===== config.mk =====
export PLATFORM = sky130hd
export DESIGN_NAME = ps2_host_tx
export DESIGN_NICKNAME = d
export VERILOG_FILES = /design/src/rtl/ps2_host_tx.sv
export SDC_FILE = /design/constraint.sdc
export NUM_CORES = 1
export LEC_CHECK = 0
export ABC_AREA = 1
export CAP_MARGIN = 20
export CORE_MARGIN = 1
export CORE_UTILIZATION = 50
export DETAILED_ROUTE_END_ITERATION = 10
export GPL_TIMING_DRIVEN = 0
export HOLD_SLACK_MARGIN = 0.03
export MAX_ROUTING_LAYER = met4
export PLACE_DENSITY = 0.78
export SLEW_MARGIN = 30
export SYNTH_ARGS = -nofsm -noshare
export SYNTH_HDL_FRONTEND = slang
export SYNTH_SLANG_ARGS = --single-unit

===== constraint.sdc =====
create_clock -name clk -period 2 [get_ports clk]
set_input_delay 0.5 -clock clk [delete_from_list [all_inputs] [get_ports clk]]
set_output_delay 0.5 -clock clk [all_outputs]
set_load 0.05 [all_outputs]

===== src/rtl/ps2_host_tx.sv =====
// ps2_host_tx: PS/2 host-to-device byte transmitter with inhibit, ACK check and timeout.
// Ports:
//   clk, reset             system clock, synchronous active-high reset
//   tx_data, tx_valid      command byte and request, accepted when tx_valid && tx_ready
//   tx_ready, busy         idle / transfer-in-progress status
//   ps2_clk_in/data_in     raw asynchronous PS/2 line levels
//   ps2_clk_oe/data_oe     open-drain enables, 1 pulls the line low
//   done, error            one-cycle completion / failure pulses
module ps2_host_tx #(
    parameter int INHIBIT_CYCLES = 2500,
    parameter int TIMEOUT_CYCLES = 375000
) (
    input  logic       clk,
    input  logic       reset,
    input  logic [7:0] tx_data,
    input  logic       tx_valid,
    output logic       tx_ready,
    input  logic       ps2_clk_in,
    input  logic       ps2_data_in,
    output logic       ps2_clk_oe,
    output logic       ps2_data_oe,
    output logic       busy,
    output logic       done,
    output logic       error
);
    localparam int CMAX = (TIMEOUT_CYCLES > INHIBIT_CYCLES) ? TIMEOUT_CYCLES : INHIBIT_CYCLES;
    localparam int CW = $clog2(CMAX + 1);
    localparam logic [CW-1:0] INH_LAST = CW'(INHIBIT_CYCLES - 1);
    localparam logic [CW-1:0] TO_LAST = CW'(TIMEOUT_CYCLES - 1);

    typedef enum logic [2:0] {IDLE, INHIBIT, START, SEND, ACK, WAIT_IDLE} state_t;

    state_t        state_q;
    logic [CW-1:0] cnt_q;
    logic [3:0]    bit_idx_q;
    logic [9:0]    frame_q;
    logic          clk_s1_q, clk_s2_q, clk_prev_q, data_s1_q, data_s2_q;
    logic          clk_oe_q, data_oe_q, done_q, error_q;
    logic          fall;
    logic          timed;

    assign fall        = clk_prev_q & ~clk_s2_q;
    assign timed       = (state_q inside {START, SEND, ACK, WAIT_IDLE}) && cnt_q == TO_LAST;
    assign tx_ready    = state_q == IDLE;
    assign busy        = state_q != IDLE;
    assign ps2_clk_oe  = clk_oe_q;
    assign ps2_data_oe = data_oe_q;
    assign done        = done_q;
    assign error       = error_q;

    // Idle-high reset values keep a reset from looking like a falling edge.
    always_ff @(posedge clk) begin
        if (reset) begin
            {clk_s1_q, clk_s2_q, clk_prev_q, data_s1_q, data_s2_q} <= '1;
        end else begin
            clk_s1_q   <= ps2_clk_in;
            clk_s2_q   <= clk_s1_q;
            clk_prev_q <= clk_s2_q;
            data_s1_q  <= ps2_data_in;
            data_s2_q  <= data_s1_q;
        end
    end

    // frame_q holds {stop, parity, D7..D0} so bit_idx_q selects the next line value.
    always_ff @(posedge clk) begin
        if (reset) begin
            state_q   <= IDLE;
            cnt_q     <= '0;
            bit_idx_q <= '0;
            frame_q   <= '0;
            clk_oe_q  <= 1'b0;
            data_oe_q <= 1'b0;
            done_q    <= 1'b0;
            error_q   <= 1'b0;
        end else begin
            done_q  <= 1'b0;
            error_q <= 1'b0;
            if (timed) begin
                error_q   <= 1'b1;
                clk_oe_q  <= 1'b0;
                data_oe_q <= 1'b0;
                state_q   <= IDLE;
            end else begin
                cnt_q <= cnt_q + 1'b1;
                case (state_q)
                    IDLE: begin
                        cnt_q <= '0;
                        if (tx_valid) begin
                            frame_q  <= {1'b1, ~^tx_data, tx_data};
                            clk_oe_q <= 1'b1;
                            state_q  <= INHIBIT;
                        end
                    end
                    INHIBIT: if (cnt_q == INH_LAST) begin
                        cnt_q     <= '0;
                        bit_idx_q <= '0;
                        clk_oe_q  <= 1'b0;
                        data_oe_q <= 1'b1;
                        state_q   <= START;
                    end
                    START: state_q <= SEND;
                    SEND: if (fall) begin
                        data_oe_q <= ~frame_q[bit_idx_q];
                        bit_idx_q <= bit_idx_q + 1'b1;
                        if (bit_idx_q == 4'd9) state_q <= ACK;
                    end
                    ACK: if (fall) begin
                        error_q <= data_s2_q;
                        state_q <= data_s2_q ? IDLE : WAIT_IDLE;
                    end
                    WAIT_IDLE: if (clk_s2_q && data_s2_q) begin
                        done_q  <= 1'b1;
                        state_q <= IDLE;
                    end
                    default: state_q <= IDLE;
                endcase
            end
        end
    end
endmodule


Yosys cells after proc, flatten, opt, wreduce, memory -nomap -nowiden
Index checks and enable logic that the tools add are counted.

Output and inout bits: 6. Logic and storage cells: 75. Memory bits (writable): 0. Bits of input ports: 13. Flip-flop bits (word level): 45. Memories: 0. Latch bits: 0. Bits in read-only memories: 0.

Multiplexer cells: 25. Order comparisons: 1. $add $sub $neg: 2. Bitwise logic cells: 5. Divide/modulo/power cells: 0. Shift-type cells: 0. Multipliers: 0. Reductions and logical operators: 15. Equal/unequal tests: 14.

Operators with widths (count): case mux 19 bit (2 select lines) (1); 2-to-1 mux 3 bit (7); adder 19 x 1 -> 19 bit, second input constant (1); equality test 19 x 12 -> 1 bit, second input constant (1); equality test 19 bit, second input constant (1); 2-to-1 mux 19 bit (1); case mux 3 bit (6 select lines) (1); 2-to-1 mux 1 bit (9); AND reduction 3 bit (3); 2-to-1 mux 4 bit (2); != test 2 bit, second input constant (4); case mux 4 bit (2 select lines) (1); XNOR reduction 8 bit (1); equality test 3 x 2 -> 1 bit, second input constant (2); equality test 3 bit, second input constant (2); AND reduction 6 bit (1); < comparator 4 x 5 -> 1 bit, second input constant (1); adder 4 x 1 -> 4 bit, second input constant (1); binary-select mux 1 bit (select 4 bit) (1); equality test 4 bit, second input constant (1); != test 2 x 1 -> 1 bit, second input constant (2); inverter 1 bit (4); case mux 1 bit (2 select lines) (2); AND reduction 4 bit (1); 9 further kinds (11).

Depth between registers and ports, before layout
Word-level depth: 5. Mapped depth: 11. Depth with buffers taken out: 11.

Least setup slack after synthesis
No wires, ideal clock.

Path kind: flip-flop to output port. From: reg state_q[1]. To: out tx_ready. Data required time: 1.500 ns. Data arrival time: 1.115 ns. Path slack: 0.385 ns. Buffers on the path: 1. Cell stages (with the launch flop): 5. Path through: dfxtp_1 -> buf_4 -> inv_2 -> nand2_2 -> inv_1.

Word-level cells in the longest chain between the ends: 1.

RTL lines: from (decl) (line 33) `state_t state_q;`; from (signal assigned) (line 109) `state_q <= data_s2_q ? IDLE : WAIT_IDLE;`; zero test 3 bit (line 44) `assign tx_ready = state_q == IDLE;`; to (decl) (line 17) `output logic tx_ready,`.

No other way between the ends.

Worst setup path in the final report
From: reg clk_oe_q, in the netlist ps2_clk_oe. To: out ps2_clk_oe.

RTL lines: from (decl) (line 38) `logic clk_oe_q, data_oe_q, done_q, error_q;`; from (signal assigned) (line 71) `clk_oe_q <= 1'b0;`; from (signal assigned) (line 80) `clk_oe_q <= 1'b0;`; from (signal assigned) (line 90) `clk_oe_q <= 1'b1;`; to (decl) (line 20) `output logic ps2_clk_oe,`.

No word-level cell between the ends.

==> load_flow_metrics.sql <==
INSERT INTO impl_metrics (metric_group, metric, value, unit) VALUES
('final_layout', 'fin_cells', '447', ''),
('timing', 'min_period_over_period', '96.3', '%'),
('yosys', 'synth_area_leader_cell', 'sky130_fd_sc_hd__dfxtp_1', ''),
('power_and_ir_drop', 'power.switching_fraction', '37.2', '%'),
('worst_setup_path', 'reg2reg_slack', '260', 'ps'),
('timing', 'timing.slew.headroom', '66.9', '%'),
('timing', 'clock.fmax', '519', 'MHz'),
('worst_setup_path', 'worstPathMaxFanout', '2', ''),
('yosys', 'ys_seq_area_share', '36.1', '%'),
('drt', 'routedWlPerCell', '11.3', 'um'),
('drt', 'number_of_detailed_routing_iterations_run_before_antenna_repair', '5', ''),
('timing', 'layout_min_cycle_time', '1930', 'ps'),
('power_and_ir_drop', 'power_per_cell_area', '1040', 'nW/um^2'),
('worst_setup_path', 'cpPeakStageDelay', '790', 'ps'),
('worst_setup_path', 'setup.worst_path.end_class', 'output pin', ''),
('worst_setup_path', 'critPathArrivalTime', '1430', 'ps'),
('clock_tree', 'cts-hold-fix-buffers', '0', ''),
('power_and_ir_drop', 'cellLeakagePower', '1.16', 'nW'),
('placed_design', 'gp_routability_congestion', '0.862', ''),
('worst_setup_path', 'timing_worst_setup_path_type', 'flip-flop to output pin', ''),
('placed_design', 'dpl_worst_slack', '29.3', 'ps'),
('placed_design', 'placed_cells_incl_taps', '439', ''),
('hold_path', 'hold-path-endpoint', 'clk_s2_q$_SDFF_PP1_', ''),
('global_route', 'grt_pass1_vias', '2050', ''),
('yosys', 'synth.distinct_cells', '36', ''),
('power_and_ir_drop', 'largest_vdd_supply_drop', '0.538', 'mV'),
('floorplan', 'num_io_pins', '19', ''),
('yosys', 'postSynthCellCount', '354', ''),
('global_route', 'number_of_antenna_violations_at_the_first_check_in_global_routing', '0', ''),
('floorplan', 'fp.dieW', '72.7', 'um'),
('timing', 'fin_setup_tns', '0', 'ps'),
('power_and_ir_drop', 'power.share.combinational', '34.8', '%'),
('floorplan', 'effective_utilization_at_floorplan', '52.5', '%'),
('clock_tree', 'cts.reportedPaths.clkPinSlew', '90', 'ps'),
('clock_tree', 'tritoncts_clock_tree', 'built', ''),
('global_route', 'grt_overflow_total', '0', ''),
('yosys', 'postSynthRegisterBits', '45', ''),
('final_layout', 'post_route_cells_drive_above_1_share', '15.0', '%'),
('worst_setup_path', 'worst_r2r_endpoint', 'cnt_q[2]$_SDFFE_PP0N_', ''),
('clock_tree', 'ctsRootBufferMaster', 'sky130_fd_sc_hd__clkbuf_8', ''),
('drt', 'num_vias', '2243', ''),
('worst_setup_path', 'path_buf_inv', '1', ''),
('global_route', 'global_route_wire_length_before_repair', '8870', 'um'),
('yosys', 'postSynth.asyncResetShare', '0', '%'),
('final_layout', 'nNetsFinal', '396', ''),
('drt', 'route.detailed.drc', '0', ''),
('drt', 'routed_wl', '5040', 'um'),
('clock_tree', 'numCtsBuffers', '5', ''),
('placed_design', 'dp_hpwl', '3700', 'um'),
('clock_tree', 'ctsHtreeMaxLevel', '2', ''),
('clock_tree', 'cts_repair_resize_count', '3', ''),
('yosys', 'mappedNetlistNets', '371', ''),
('timing', 'final_max_slew_viol_count', '0', ''),
('timing', 'final_hold_vio_count', '0', ''),
('timing', 'timing_worst_slew_pin_value', '496', 'ps'),
('clock_tree', 'clk_latency', '300', 'ps'),
('worst_setup_path', 'worst_path_max_delay_cell', 'sky130_fd_sc_hd__clkdlybuf4s50_1', ''),
('hold_path', 'hold_path.startpoint', 'clk_s1_q$_SDFF_PP1_', ''),
('worst_setup_path', 'startpoint_type', 'flip-flop', ''),
('power_and_ir_drop', 'net-switching-power', '1.12', 'mW'),
('placed_design', 'port_buffers', '18', ''),
('clock_tree', 'clock_sink_count', '45', ''),
('timing', 'setup_viol_count_final', '0', ''),
('run_status', 'status', 'finished clean', ''),
('global_route', 'groute.usage.overall', '22.2', '%'),
('worst_setup_path', 'critical-path-top-delay-family', 'buffers and inverters', ''),
('yosys', 'postSynthAreaPerCell', '7.05', 'sq um'),
('power_and_ir_drop', 'internal_power', '1.88', 'mW'),
('final_layout', 'num-fill-cells', '451', ''),
('yosys', 'synth_edf_count', '0', ''),
('global_route', 'grt_max_degree', '15', '');
==> worst max-delay path by stage <==
stage                     cells past startpoint          to  slack (ps)                     from
after floorplan                               4    tx_ready         390  state_q[1]$_SDFFE_PP0P_
after global placement                        4    tx_ready          40  state_q[2]$_SDFFE_PP0P_
after detailed placement                      4    tx_ready          30  state_q[2]$_SDFFE_PP0P_
after CTS                                     4    tx_ready         0.6  state_q[2]$_SDFFE_PP0P_
after global routing                          1  ps2_clk_oe          20  ps2_clk_oe$_SDFFE_PP0P_
final                                         1  ps2_clk_oe          70  ps2_clk_oe$_SDFFE_PP0P_
==> flip-flops by register name, indices dropped and copies added, names as in the netlist <==
| register | flops |
|---|---|
| data_s1_q | 1 |
| done | 1 |
| clk_s2_q | 1 |
| state_q | 3 |
| ps2_data_oe | 1 |
| cnt_q | 19 |
| data_s2_q | 1 |
| bit_idx_q | 4 |
| clk_s1_q | 1 |
| frame_q | 10 |
| clk_prev_q | 1 |
| ps2_clk_oe | 1 |
| error | 1 |
==> kinds of logic after synthesis <==
| group | share of synthesized area, % |
|---|---|
| AND/OR/NAND/NOR | 37.7 |
| buffers and inverters | 9.57 |
| flip-flops | 36.1 |
| AO/OA/AOI/OAI | 9.42 |
| XOR/XNOR | 5.26 |
| adder cells (fa/ha/maj) | 2.00 |
==> layout make-up <==
class / count / area [sq um] / share of cell area, %
inverter: 49 / 184 / 6.37
sequential: 45 / 901 / 31.2
multi-input combinational: 252 / 1360 / 47.0
clock buffer: 5 / 68.8 / 2.38
buffer: 8 / 55.1 / 1.91
tap: 67 / 83.8 / 2.90
clock inverter: 3 / 65.1 / 2.25
timing repair buffer: 18 / 173 / 5.98
==> power groups by stage <==
stage / Combinational [mW] / Clock [mW] / Sequential (mW)
floorplan: 0.799 / 0 / 1.16
finish: 1.04 / 0.821 / 1.14
CTS: 1.05 / 0.829 / 1.13
detailed placement: 1.07 / 0 / 1.15
global placement: 1.04 / 0 / 1.15
global route: 1.16 / 0.867 / 1.15
==> metrics by stage <==
| step | hold WS [ps] | total power [mW] | cell area [sq um] | utilization (%) |
|---|---|---|---|---|
| global placement | 399 | 2.19 | 2760 | 58.1 |
| global route | 439 | 3.18 | 2890 | 60.7 |
| CTS | 419 | 3.02 | 2890 | 60.9 |
| floorplan | 389 | 1.95 | 2500 | - |
| finish | 411 | 3.00 | 2890 | 60.7 |
| detailed placement | 403 | 2.22 | 2760 | 58.1 |
==> synthesized netlist by cell type (3+ instances only) <==
library cell	count
sky130_fd_sc_hd__ha_1	4
sky130_fd_sc_hd__nor3b_1	4
sky130_fd_sc_hd__xnor2_1	7
sky130_fd_sc_hd__inv_1	40
sky130_fd_sc_hd__inv_2	9
sky130_fd_sc_hd__or2_2	5
sky130_fd_sc_hd__nor2_1	52
sky130_fd_sc_hd__a21oi_1	17
sky130_fd_sc_hd__nand3_2	4
sky130_fd_sc_hd__nand2_2	6
sky130_fd_sc_hd__nand4_1	11
sky130_fd_sc_hd__dfxtp_1	45
sky130_fd_sc_hd__buf_4	3
sky130_fd_sc_hd__xor2_1	8
sky130_fd_sc_hd__nor3_1	8
sky130_fd_sc_hd__nand3_1	23
sky130_fd_sc_hd__nor2_4	3
sky130_fd_sc_hd__nand2_1	58
sky130_fd_sc_hd__nand2_4	3
sky130_fd_sc_hd__nor2_2	6
sky130_fd_sc_hd__o21ai_0	17
==> metal layers <==
layer	wire, um	vias up	part of all wire [%]	GRT usage [%]
li1	-	1182	-	-
met1	2470	986	49	28.6
met2	2210	64	44	34.9
met3	279	11	5.5	4.97
met4	84	0	1.7	6.32
met5	0	-	0	-
(Power assumes the default switching activity.)
